[config.mk]
export PLATFORM = sky130hd
export DESIGN_NAME = seg_scan_display
export DESIGN_NICKNAME = d
export VERILOG_FILES = /design/src/rtl/seg_scan_display.sv
export SDC_FILE = /design/constraint.sdc
export NUM_CORES = 1
export LEC_CHECK = 0
export ABC_AREA = 1
export CELL_PAD_IN_SITES_DETAIL_PLACEMENT = 1
export CELL_PAD_IN_SITES_GLOBAL_PLACEMENT = 1
export CORE_UTILIZATION = 37
export CTS_BUF_LIST = sky130_fd_sc_hd__clkbuf_8 sky130_fd_sc_hd__clkbuf_16
export DETAILED_ROUTE_END_ITERATION = 8
export PLACE_DENSITY = 0.76
export SKIP_LAST_GASP = 1
export SLEW_MARGIN = 0
export SYNTH_ARGS = -nofsm -noshare
export SYNTH_HDL_FRONTEND = slang
export SYNTH_SLANG_ARGS = --single-unit
[constraint.sdc]
create_clock -name CLK -period 2.45 [get_ports CLK]
set_input_delay 0.49 -clock CLK [delete_from_list [all_inputs] [get_ports CLK]]
set_output_delay 0.49 -clock CLK [all_outputs]
set_load 0.02 [all_outputs]
[src/rtl/seg_scan_display.sv]
// Time-multiplexed DIGITS-wide hex seven-segment driver with frame-aligned value commit.
// Optional leading-zero blanking: define SEG_LEADING_ZERO_BLANK_EN.
module seg_scan_display #(
  parameter int unsigned DIGITS   = 8,
  parameter int unsigned SCAN_DIV = 100000
) (
  input  logic                  CLK,
  input  logic                  RST,
  input  logic [4*DIGITS-1:0]   DATA,
  input  logic [DIGITS-1:0]     DP_IN,
  input  logic                  LOAD,
  output logic                  PENDING,
  output logic                  FRAME,
  output logic [DIGITS-1:0]     AN,
  output logic [6:0]            HEX,
  output logic                  DP
);

  localparam int unsigned DIV_W = $clog2(SCAN_DIV);
  localparam int unsigned IDX_W = (DIGITS > 1) ? $clog2(DIGITS) : 1;
  localparam int unsigned DW    = 4 * DIGITS;
  localparam logic [DIV_W-1:0] DIV_LAST = DIV_W'(SCAN_DIV - 1);
  localparam logic [IDX_W-1:0] IDX_LAST = IDX_W'(DIGITS - 1);

  logic [DIV_W-1:0]  div_q, div_d;
  logic [IDX_W-1:0]  idx_q, idx_d;
  logic [DW-1:0]     pend_data_q, pend_data_d, disp_data_q, disp_data_d;
  logic [DIGITS-1:0] pend_dp_q, pend_dp_d, disp_dp_q, disp_dp_d;
  logic              pend_v_q, pend_v_d;
  logic              frame_q, frame_d;
  logic [DIGITS-1:0] an_q, an_d;
  logic [6:0]        hex_q, hex_d;
  logic              dp_q, dp_d;
  logic              div_wrap, commit, blank;
  logic [3:0]        nib;

  function automatic logic [6:0] hex7(input logic [3:0] n);
    case (n)
      4'h0: hex7 = 7'h40;  4'h1: hex7 = 7'h79;  4'h2: hex7 = 7'h24;  4'h3: hex7 = 7'h30;
      4'h4: hex7 = 7'h19;  4'h5: hex7 = 7'h12;  4'h6: hex7 = 7'h02;  4'h7: hex7 = 7'h78;
      4'h8: hex7 = 7'h00;  4'h9: hex7 = 7'h10;  4'hA: hex7 = 7'h08;  4'hB: hex7 = 7'h03;
      4'hC: hex7 = 7'h46;  4'hD: hex7 = 7'h21;  4'hE: hex7 = 7'h06;  default: hex7 = 7'h0E;
    endcase
  endfunction

  // Scan counters, frame-boundary commit and next-cycle output image
  always_comb begin
    div_d       = div_q;
    idx_d       = idx_q;
    pend_data_d = pend_data_q;
    pend_dp_d   = pend_dp_q;
    disp_data_d = disp_data_q;
    disp_dp_d   = disp_dp_q;
    pend_v_d    = pend_v_q;
    an_d        = '1;
    hex_d       = 7'h7F;
    dp_d        = 1'b1;
    blank       = 1'b0;

    div_wrap = (div_q == DIV_LAST);
    commit   = div_wrap && (idx_q == IDX_LAST);

    div_d = div_wrap ? '0 : div_q + DIV_W'(1);
    if (div_wrap) begin
      idx_d = (idx_q == IDX_LAST) ? '0 : idx_q + IDX_W'(1);
    end

    // A load landing on the commit cycle bypasses the pending stage
    if (commit) begin
      pend_v_d = 1'b0;
      if (LOAD) begin
        disp_data_d = DATA;
        disp_dp_d   = DP_IN;
      end else if (pend_v_q) begin
        disp_data_d = pend_data_q;
        disp_dp_d   = pend_dp_q;
      end
    end else if (LOAD) begin
      pend_data_d = DATA;
      pend_dp_d   = DP_IN;
      pend_v_d    = 1'b1;
    end

    frame_d = (div_d == DIV_LAST) && (idx_d == IDX_LAST);

`ifdef SEG_LEADING_ZERO_BLANK_EN
    blank = (idx_d != '0)
         && ((disp_data_d >> (32'(idx_d) * 32'd4)) == '0)
         && ((disp_dp_d >> idx_d) == '0);
`endif

    nib = 4'(disp_data_d >> (32'(idx_d) * 32'd4));
    // First cycle of every slot stays dark to avoid ghosting between digits
    if ((div_d != '0) && !blank) begin
      an_d  = ~(DIGITS'(1) << idx_d);
      hex_d = hex7(nib);
      dp_d  = ~(1'(disp_dp_d >> idx_d));
    end
  end

  always_ff @(posedge CLK) begin
    if (RST) begin
      div_q       <= '0;
      idx_q       <= '0;
      pend_data_q <= '0;
      pend_dp_q   <= '0;
      disp_data_q <= '0;
      disp_dp_q   <= '0;
      pend_v_q    <= 1'b0;
      frame_q     <= 1'b0;
      an_q        <= '1;
      hex_q       <= 7'h7F;
      dp_q        <= 1'b1;
    end else begin
      div_q       <= div_d;
      idx_q       <= idx_d;
      pend_data_q <= pend_data_d;
      pend_dp_q   <= pend_dp_d;
      disp_data_q <= disp_data_d;
      disp_dp_q   <= disp_dp_d;
      pend_v_q    <= pend_v_d;
      frame_q     <= frame_d;
      an_q        <= an_d;
      hex_q       <= hex_d;
      dp_q        <= dp_d;
    end
  end

  assign PENDING = pend_v_q;
  assign FRAME   = frame_q;
  assign AN      = an_q;
  assign HEX     = hex_q;
  assign DP      = dp_q;

endmodule

# Yosys cells after proc, flatten, opt, wreduce, memory -nomap -nowiden
# Memories as Yosys holds them, arrays and structs flattened. A register that Yosys moved wholly into a read port is not among the register bits.
# Index checks and enable logic that the tools add are counted.
# op_classes
add_sub_neg,2
n_eq_ne,4
shifts,3
n_mux,9
n_bitwise,4
n_reduce_logical,6
# op_table
op,n
32-bit 2-to-1 mux,3
"17-bit equality test, second input constant",2
32-bit by 5-bit >> shifter with 4-bit output,1
8-bit 2-to-1 mux,3
"17-bit by 1-bit adder with 17-bit output, second input constant",1
17-bit 2-to-1 mux,1
17-bit nonzero test,1
8-bit inverter,1
"1-bit by 3-bit left shift with 8-bit output, first input constant",1
8-bit by 3-bit >> shifter with 1-bit output,1
"3-bit equality test, second input constant",2
3-bit 2-to-1 mux,2
2-bit OR reduction,2
"3-bit by 1-bit adder with 3-bit output, second input constant",1
1-bit inverter,3
1-bit logical AND,2
2-bit AND reduction,1
# word_totals
ff_bits,111
rom_bits,112
inputBits,43
output_inout_bits,18
wordCells,39
memories,1
# mem_list
memory,depth,width,rd,rd_clocked_by_memory_dff,write_ports,line,text
(no name shown),16,7,1,1,0,38,case (n)

# Logic depth before layout (Yosys ltp)
# Gate-level depths: netlist (run 1).
# logic_depth
ltp_word,5
depth_mapped,21
depth_no_buf,20

# Least setup slack after synthesis (run 1)
# Ideal clock, no wire load.
# synth_timing
path_kind,register to register
startpoint,register idx_q[0]
endpoint,register hex_q[1] (netlist: HEX[1])
setup_ps,113
arrival_ps,2420
path_slack_ps,-83
path_stages_with_launch,17
n_path_buf,2
path_cell_list,dfxtp_1 > ha_1 > ha_1 > clkbuf_1 > clkbuf_1 > nand4_1 > nand2_1 > nand2_1 > nand2_1 > nor2_1 > nand2_1 > nand2_1 > ha_1 > nand3_1 > nor2_1 > nor2_1 > nand2_1
# synth_via
elab_chain_len,4
# synth_rtl
item,line,text
"start, declared",26,"logic [IDX_W-1:0] idx_q, idx_d;"
"start signal, assigned",116,idx_q <= idx_d;
3-bit by 1-bit adder with 3-bit output or 3-bit equality test (tied branches),"65, 61",
3-bit 2-to-1 mux or 1-bit logical AND (tied branches),"65, 61",
3-bit 2-to-1 mux or 32-bit 2-to-1 mux (tied branches),"64, 69",
32-bit by 5-bit >> shifter with 4-bit output *,92,nib = 4'(disp_data_d >> (32'(idx_d) * 32'd4));
"end, declared",32,"logic [6:0] hex_q, hex_d;"
# Every way passes the cells marked *; elsewhere a longest branch is shown, timed or not.
# A chain may end at the register's enable or synchronous reset.

# Worst setup path after layout (run 1)
# layout_timing
startpoint,register div_q[9]
endpoint,register hex_q[2] (netlist: HEX[2])
# layout_via
elab_chain_len,5
# layout_rtl
item,line,text
"start, declared",25,"logic [DIV_W-1:0] div_q, div_d;"
"start signal, assigned",115,div_q <= div_d;
17-bit by 1-bit adder with 17-bit output or 17-bit equality test (tied branches),"63, 60",
17-bit 2-to-1 mux,63,div_d = div_wrap ? '0 : div_q + DIV_W'(1);
17-bit nonzero test,94,if ((div_d != '0) && !blank) begin
1-bit inverter (no source line),-,
2-bit OR reduction (no source line),-,
# Parallel ways exist; a longest one is shown, timed or not.

==> results.md, run 1 <==
* Slew Limit Fails at 0
* DP Worst Slack at -0.421 ns
* Fin area at a little over 0.009 mm^2
* Synthesized area at around 0.0063 mm^2
* Layout cell share with drive strength beyond 1 at between 20% and 30%
* Setup violators final at 8
* Area share of the largest cell type after synthesis at 37.5%
* Syn Nets at around 1000
* # rows at 47
* R2r startpoint: div_q[9]
* Fin cells at roughly 1400
* Worst hold path endpoint: pend_data_q[1]
* Max capacitance violation total at 0
* WL/cell at between 15 and 20 um
* Worst endpoint data arrival time at ~3.1 ns
* Global route overflow at 0
* CP delay by family, top: simple AND/OR/NAND/NOR gates
* Hold path start: pend_data_q[1]
* Crit. End Element: flip-flop
* CTS root buf: clkbuf_16
* Post-route setup slack at -0.322 ns
* Full die area at 0.0176 mm^2
* CP max-delay cell: dfxtp_1
* Status: finished, violations left
* Critical path data required time at ~2.8 ns
* Fin crit share at 113%
* Most common cell in the netlist: nand2_1
* WP buf/inv at 4
* Worst path cell trace: nand2_1, inv_1, nand3_1, inv_2, nand3_2, nand2_1, nand2_4, nor2_4, nand2_1, nand2_2, nor2_2, nand2_2, nand2_4, buf_12, ha_4, buf_4, nor2_1, nand2_1, nand3_1
* CTS tree: done
* Commonest cells post-synth: nand2_1 (306), dfxtp_1 (118), nor2_1 (104)
* Pwr dens at around 560 mW/mm^2
* Core box area at approximately 0.017 mm^2
* RR Endpoint: HEX[2]
* TritonCTS buffer count at 17
* Top cells by area, synth: dfxtp_1 (37%), nand2_1 (18%), nor2_1 (6.2%)
* Placed cells at approximately 1300
* Worst Tran Pin Value at 0.509 ns
* Vias/cell at ~5.2
* CP Launch Point: div_q[9]
* Vias in the first global route at about 7600
* Power Total at around 5.2 mW
* Largest area contributor in the netlist: dfxtp_1
* GP Congestion at approximately 0.85
* Drt total wl at approximately 26 mm
* Yosys warns at 0
* First-pass GRT wire length at approximately 38 mm
* Register bit total from synthesis at 118
* Hold Path Class: flip-flop to flip-flop
* # DRC at 0
* Largest net degree at the start of global routing at 76
* R2R cell count at 19
* GRT Util Overall at between 20% and 30%
* P&R area growth vs syn at 47.4%
* Largest stage delay on the critical path at around 0.36 ns
* Die H at 133 um
* Io pins at slightly above 60
* Peak Freq at around 0.36 GHz
* Starting density of the core at 38.0%
* I/O Buffers at 60
* Clock slew at reported path FFs at ~0.060 ns
* R2r setup slk at -0.32 ns
* Clk_lat worst skew at roughly 0.43 ns
* Crit start category: flip-flop
* Worst VDD drop at between 0.4 and 0.5 mV
* Post-synthesis area per instance at roughly 6.6 um^2
* Setup TNS at -2.21 ns
* Critical path depth at 19
* Post-synth cell types at 38
* Ant diodes at 0
* P_leak at 4.20 nW
* First DRT Iteration DRCs at between 300 and 400
* CP dominant cell by count: nand2_1
* Post-DP Area at 0.00802 mm^2
* CTS HTree Levels at 4
* RSZ-0062 raised after global routing: true
* Hold path depth at 2
* CTS sink cnt at 118
* Fin nets at 1195
* Clk_skew at between 0.01 and 0.015 ns
* Die Wd at between 100 and 150 um
* Crit path time final at roughly 2.8 ns
* Bufs on Longest Clock Path at 2
* Gate Count Post-Synth at 950
* Post-DP HPWL at approximately 16 mm
* Sequential cell area fraction in the yosys report at ~37%
* Cts hold-fix bufs at 0
* Post-synth EDFFs at 0
* Final Util at 56.0%
* Max-slew headroom at around two thirds
* Failing checks: negative setup slack
* Final ANT Viol Nets at 0
* Vias at between 7000 and 8000
* Final hold violation count at 0
* Min Hold Slack at 0.450 ns
* CP Class: flip-flop to flip-flop
* Initial antenna violation count at 0
* Worst-path fanout max at 6
* Initial DRT Pass Iterations at 5
* Post-synth top flop: dfxtp_1
* Fraction of registers with async set/reset at 0%
state kept, by name, indices dropped and copies added, names as in the netlist:
register,count
pend_data_q,32
PENDING,1
disp_data_q,32
DP,1
FRAME,1
pend_dp_q,8
AN,8
HEX,7
div_q,17
disp_dp_q,8
idx_q,3
power by group:
group	leakage, nW	switching [mW]	total (mW)	internal [mW]
clock	0.314	1.00	2.78	1.78
sequential	0.966	0.0272	2.01	1.98
combinational	2.92	0.254	0.448	0.195
per-layer routing:
layer	part of all wire, %	vias to the layer above	track usage [%]
met1	41	3527	31.2
met2	52	176	51.3
li1	-	3438	-
met4	2.9	0	11.9
met5	0	-	0
met3	4.1	61	6.05
area by class of cell:
cell class | instances | area [um^2]
repair buffers | 215 | 1920
well taps | 220 | 275
clock buffers | 20 | 467
inverters | 88 | 339
multi-input cells | 703 | 3750
fillers | 2098 | 7290
clock inverters | 12 | 175
flip-flops and latches | 118 | 2370
cells by family (layout without fill, tap and decap cells):
family                     after synthesis  count (layout)  share of synthesized area (%)
AOI/OAI and AO/OA                      145             145                           12.3
xor gates and xnor gates                 4               4                          0.556
adders and majority gates                9               9                           1.79
buffers and inverters                  130             335                           8.46
DFF                                    118             118                           37.5
and+or+nand+nor                        544             545                           39.5
worst max path at each step:
| stage | endpoint | slack (ns) |
|---|---|---|
| floorplan | HEX[3] | 0.001 |
| global placement | HEX[3] | -0.33 |
| detailed placement | HEX[3] | -0.42 |
| CTS | HEX[1] | -0.14 |
| global route | HEX[5] | -0.42 |
| finish | HEX[2] | -0.32 |
cells in the final DEF, fill, tap and decap left out, types with 6 or more instances in the layout:
cell,Yosys,layout
ha_4,0,6
nor2_2,8,24
nand3_1,59,48
o22ai_1,6,6
nor2_1,104,87
buf_6,3,9
nand2_2,7,26
clkbuf_16,0,17
nor3_1,8,8
dfxtp_1,118,113
nand3_2,7,13
a22oi_1,8,8
nand4_1,20,20
buf_4,2,136
nand2_4,8,13
a21oi_1,67,65
o21ai_0,58,57
clkdlybuf4s50_1,0,59
nand2_1,306,282
buf_12,0,10
nor2_4,5,6
inv_2,6,6
nand3_4,1,6
inv_1,81,79
repair_timing:
item	CTS	global route
buffers inserted	22	10
setup endpoints to repair	7	17
cloned	2	0
pin swaps	25	30
gates resized for setup	46	52
worst min-delay path, stage by stage (launching register included):
cell and delay [ns]:
dfxtp_1 0.30, inv_1 0.05, a21oi_1 0.05
No activity file was read; power rests on OpenSTA's default activity.
==> run 2, diff against run 1 <==
--- a/config.mk
+++ b/config.mk
@@ -12,7 +12,6 @@
 export CTS_BUF_LIST = sky130_fd_sc_hd__clkbuf_8 sky130_fd_sc_hd__clkbuf_16
 export DETAILED_ROUTE_END_ITERATION = 8
 export PLACE_DENSITY = 0.76
-export SKIP_LAST_GASP = 1
 export SLEW_MARGIN = 0
 export SYNTH_ARGS = -nofsm -noshare
 export SYNTH_HDL_FRONTEND = slang
==> run 2 against run 1 <==
  * The flow still finishes with violations (negative setup slack)
  * Critical endpoint is now HEX[1]
  * Largest cell class unchanged
  * Die area is the same
  * Combinational power is essentially flat
  * Total power grew 0.10%
  * Highest routed layer unchanged
  * Via count grew 0.32%
  * Worst setup slack lost 0.097 ns
  * Clock skew shrank 0.0030 ns
  * Largest power group unchanged
  * Design area shrank 0.50%
==> results.md, run 2 (synthesis results as in run 1) <==
* Power Total at 5.25 mW (+0.10%)
* CTS sink cnt at 118 (unchanged)
* Max-slew headroom at 69.1% (+3.4 points)
* Crit start category: flip-flop
* Post-DP Area at 0.00802 mm^2 (unchanged)
* Drt total wl at 25.4 mm (-0.41%)
* TritonCTS buffer count at 17 (unchanged)
* # rows at 47 (unchanged)
* Final Util at 55.7% (-0.28 points)
* Fin crit share at 117% (+3.9 points)
* Initial antenna violation count at 0 (unchanged)
* CP max-delay cell: dfxtp_2
* Fin nets at 1192 (-0.25%)
* Commonest non-fill, non-tap cell in the layout: nand2_1
* Starting density of the core at 38.0% (unchanged)
* GRT Util Overall at 28.1% (about the same)
* Worst VDD drop at 0.505 mV (+3.9%)
* CTS HTree Levels at 4 (unchanged)
* Io pins at 61 (unchanged)
* GP Congestion at 0.853 (unchanged)
* Fin cells at 1373 (-0.22%)
* Hold Path Class: flip-flop to flip-flop
* CTS root buf: clkbuf_16
* Pwr dens at 568 mW/mm^2 (+0.61%)
* Initial DRT Pass Iterations at 5 (unchanged)
* Cts hold-fix bufs at 0 (unchanged)
* Setup TNS at -2.83 ns (-0.623 ns)
* Fin area at 0.00924 mm^2 (-0.50%)
* Vias/cell at 5.26 (+0.54%)
* WP buf/inv at 3 (-1)
* Ant diodes at 0 (unchanged)
* Commonest cells after routing, fill and taps aside: nand2_1 (280), buf_4 (132), dfxtp_1 (112)
* Layout cell share with drive strength beyond 1 at 26.6% (-0.28 points)
* Failing checks: negative setup slack
* Largest registers: disp_data_q (32), pend_data_q (32), div_q (17)
* Bufs on Longest Clock Path at 2 (unchanged)
* Slew Limit Fails at 0 (unchanged)
* Worst path cell trace: ha_4, nand2_4, nor2_8, buf_4, buf_4, nand3_2, nor2_4, nand3_2, nand2_4, buf_4, nor2_8, a21oi_2, nand2_2, nand2_4, ha_4, nand3_2, nor2_1, nor2_1, nand2_1
* Full die area at 0.0176 mm^2 (unchanged)
* Die Wd at 133 um (unchanged)
* CP Class: flip-flop to flip-flop
* # DRC at 0 (unchanged)
* Max capacitance violation total at 0 (unchanged)
* P&R area growth vs syn at 46.6%
* Vias at 7225 (+0.32%)
* Status: finished, violations left
* Post-route setup slack at -0.418 ns (-0.0968 ns)
* Clk_skew at 0.00866 ns (-0.00299 ns)
* P_leak at 4.19 nW (-0.42%)
* Crit path time final at 2.87 ns (+0.0968 ns)
* Final hold violation count at 0 (unchanged)
* Die H at 133 um (unchanged)
* Post-DP HPWL at 15.5 mm (unchanged)
* First-pass GRT wire length at 38.3 mm (+0.13%)
* Largest stage delay on the critical path at 0.35 ns (about the same)
* Critical path data required time at 2.76 ns (-0.05 ns)
* I/O Buffers at 60 (unchanged)
* Vias in the first global route at 7629 (+0.66%)
* Peak Freq at 0.349 GHz (-3.4%)
* RSZ-0062 raised after global routing: true
* Global route overflow at 0 (unchanged)
* CTS tree: done
* Crit. End Element: flip-flop
* Placed cells at 1311 (unchanged)
* Worst Tran Pin Value at 0.459 ns (-0.0497 ns)
* WL/cell at 18.5 um (-0.19%)
* Clk_lat worst skew at 0.44 ns (about the same)
* CP delay by family, top: simple AND/OR/NAND/NOR gates
* First DRT Iteration DRCs at 424 (+16%)
* Final ANT Viol Nets at 0 (unchanged)
* Setup violators final at 9 (+1)
* Core box area at 0.0166 mm^2 (unchanged)
* Largest net degree at the start of global routing at 76 (unchanged)
* Worst endpoint data arrival time at 3.18 ns (+0.05 ns)
* Worst-path fanout max at 5 (-1)
* Fillers at 2115 (+0.81%)
* Clock slew at reported path FFs at 0.06 ns (about the same)
[run 2: path summary, 6_finish.rpt]
kind | start | to | slack, ns | depth (start not counted)
worst min register to register | pend_data_q[1] | pend_data_q[1] | 0.45 | 2
worst min-delay path | pend_data_q[1] | pend_data_q[1] | 0.45 | 2
worst max-delay path | div_q[1] | HEX[1] | -0.42 | 19
worst max register to register | div_q[1] | HEX[1] | -0.42 | 19
[run 2: per-stage QoR]
stage                     hold slack, ns  setup slack [ns]
after floorplan                    0.424           0.00116
after global placement             0.434            -0.326
after detailed placement           0.445            -0.421
after CTS                          0.454            -0.139
after global routing               0.477            -0.487
final                              0.450            -0.418
[run 2: layout make-up]
class                           instances  area (um^2)  area share, %
Clock inverter                         12          175           1.89
Clock buffer                           20          467           5.05
Inverter                               88          339           3.67
Tap cell                              220          275           2.98
Timing Repair Buffer                  212         1900           20.5
Sequential cell                       118         2370           25.6
Multi-Input combinational cell        703         3720           40.2
[run 2: timing repair]
| item | in CTS | in global routing |
|---|---|---|
| resized for setup | 52 | 44 |
| gates cloned | 2 | 0 |
| pin swaps | 26 | 29 |
| setup endpoints to repair | 7 | 14 |
| setup buffers | 22 | 7 |
| hold endpoints to repair | 0 | 0 |
[run 2: power breakdown]
part           switching, mW  internal, mW
registers             0.0274          1.98
clock network           1.01          1.78
logic                  0.252         0.195
total                   1.29          3.96
[run 2: worst min-delay path: stages (launching register included)]
cell     delay, ns
dfxtp_1       0.30
inv_1         0.05
a21oi_1       0.05
[run 2: routing by layer]
| layer | vias up | global-route usage [%] | part of all wire [%] |
|---|---|---|---|
| li1 | 3427 | - | - |
| met3 | 68 | 5.36 | 4.3 |
| met2 | 187 | 51.6 | 52 |
| met1 | 3543 | 31.1 | 40 |
| met4 | 0 | 12.8 | 3.3 |
| met5 | - | 0 | 0 |
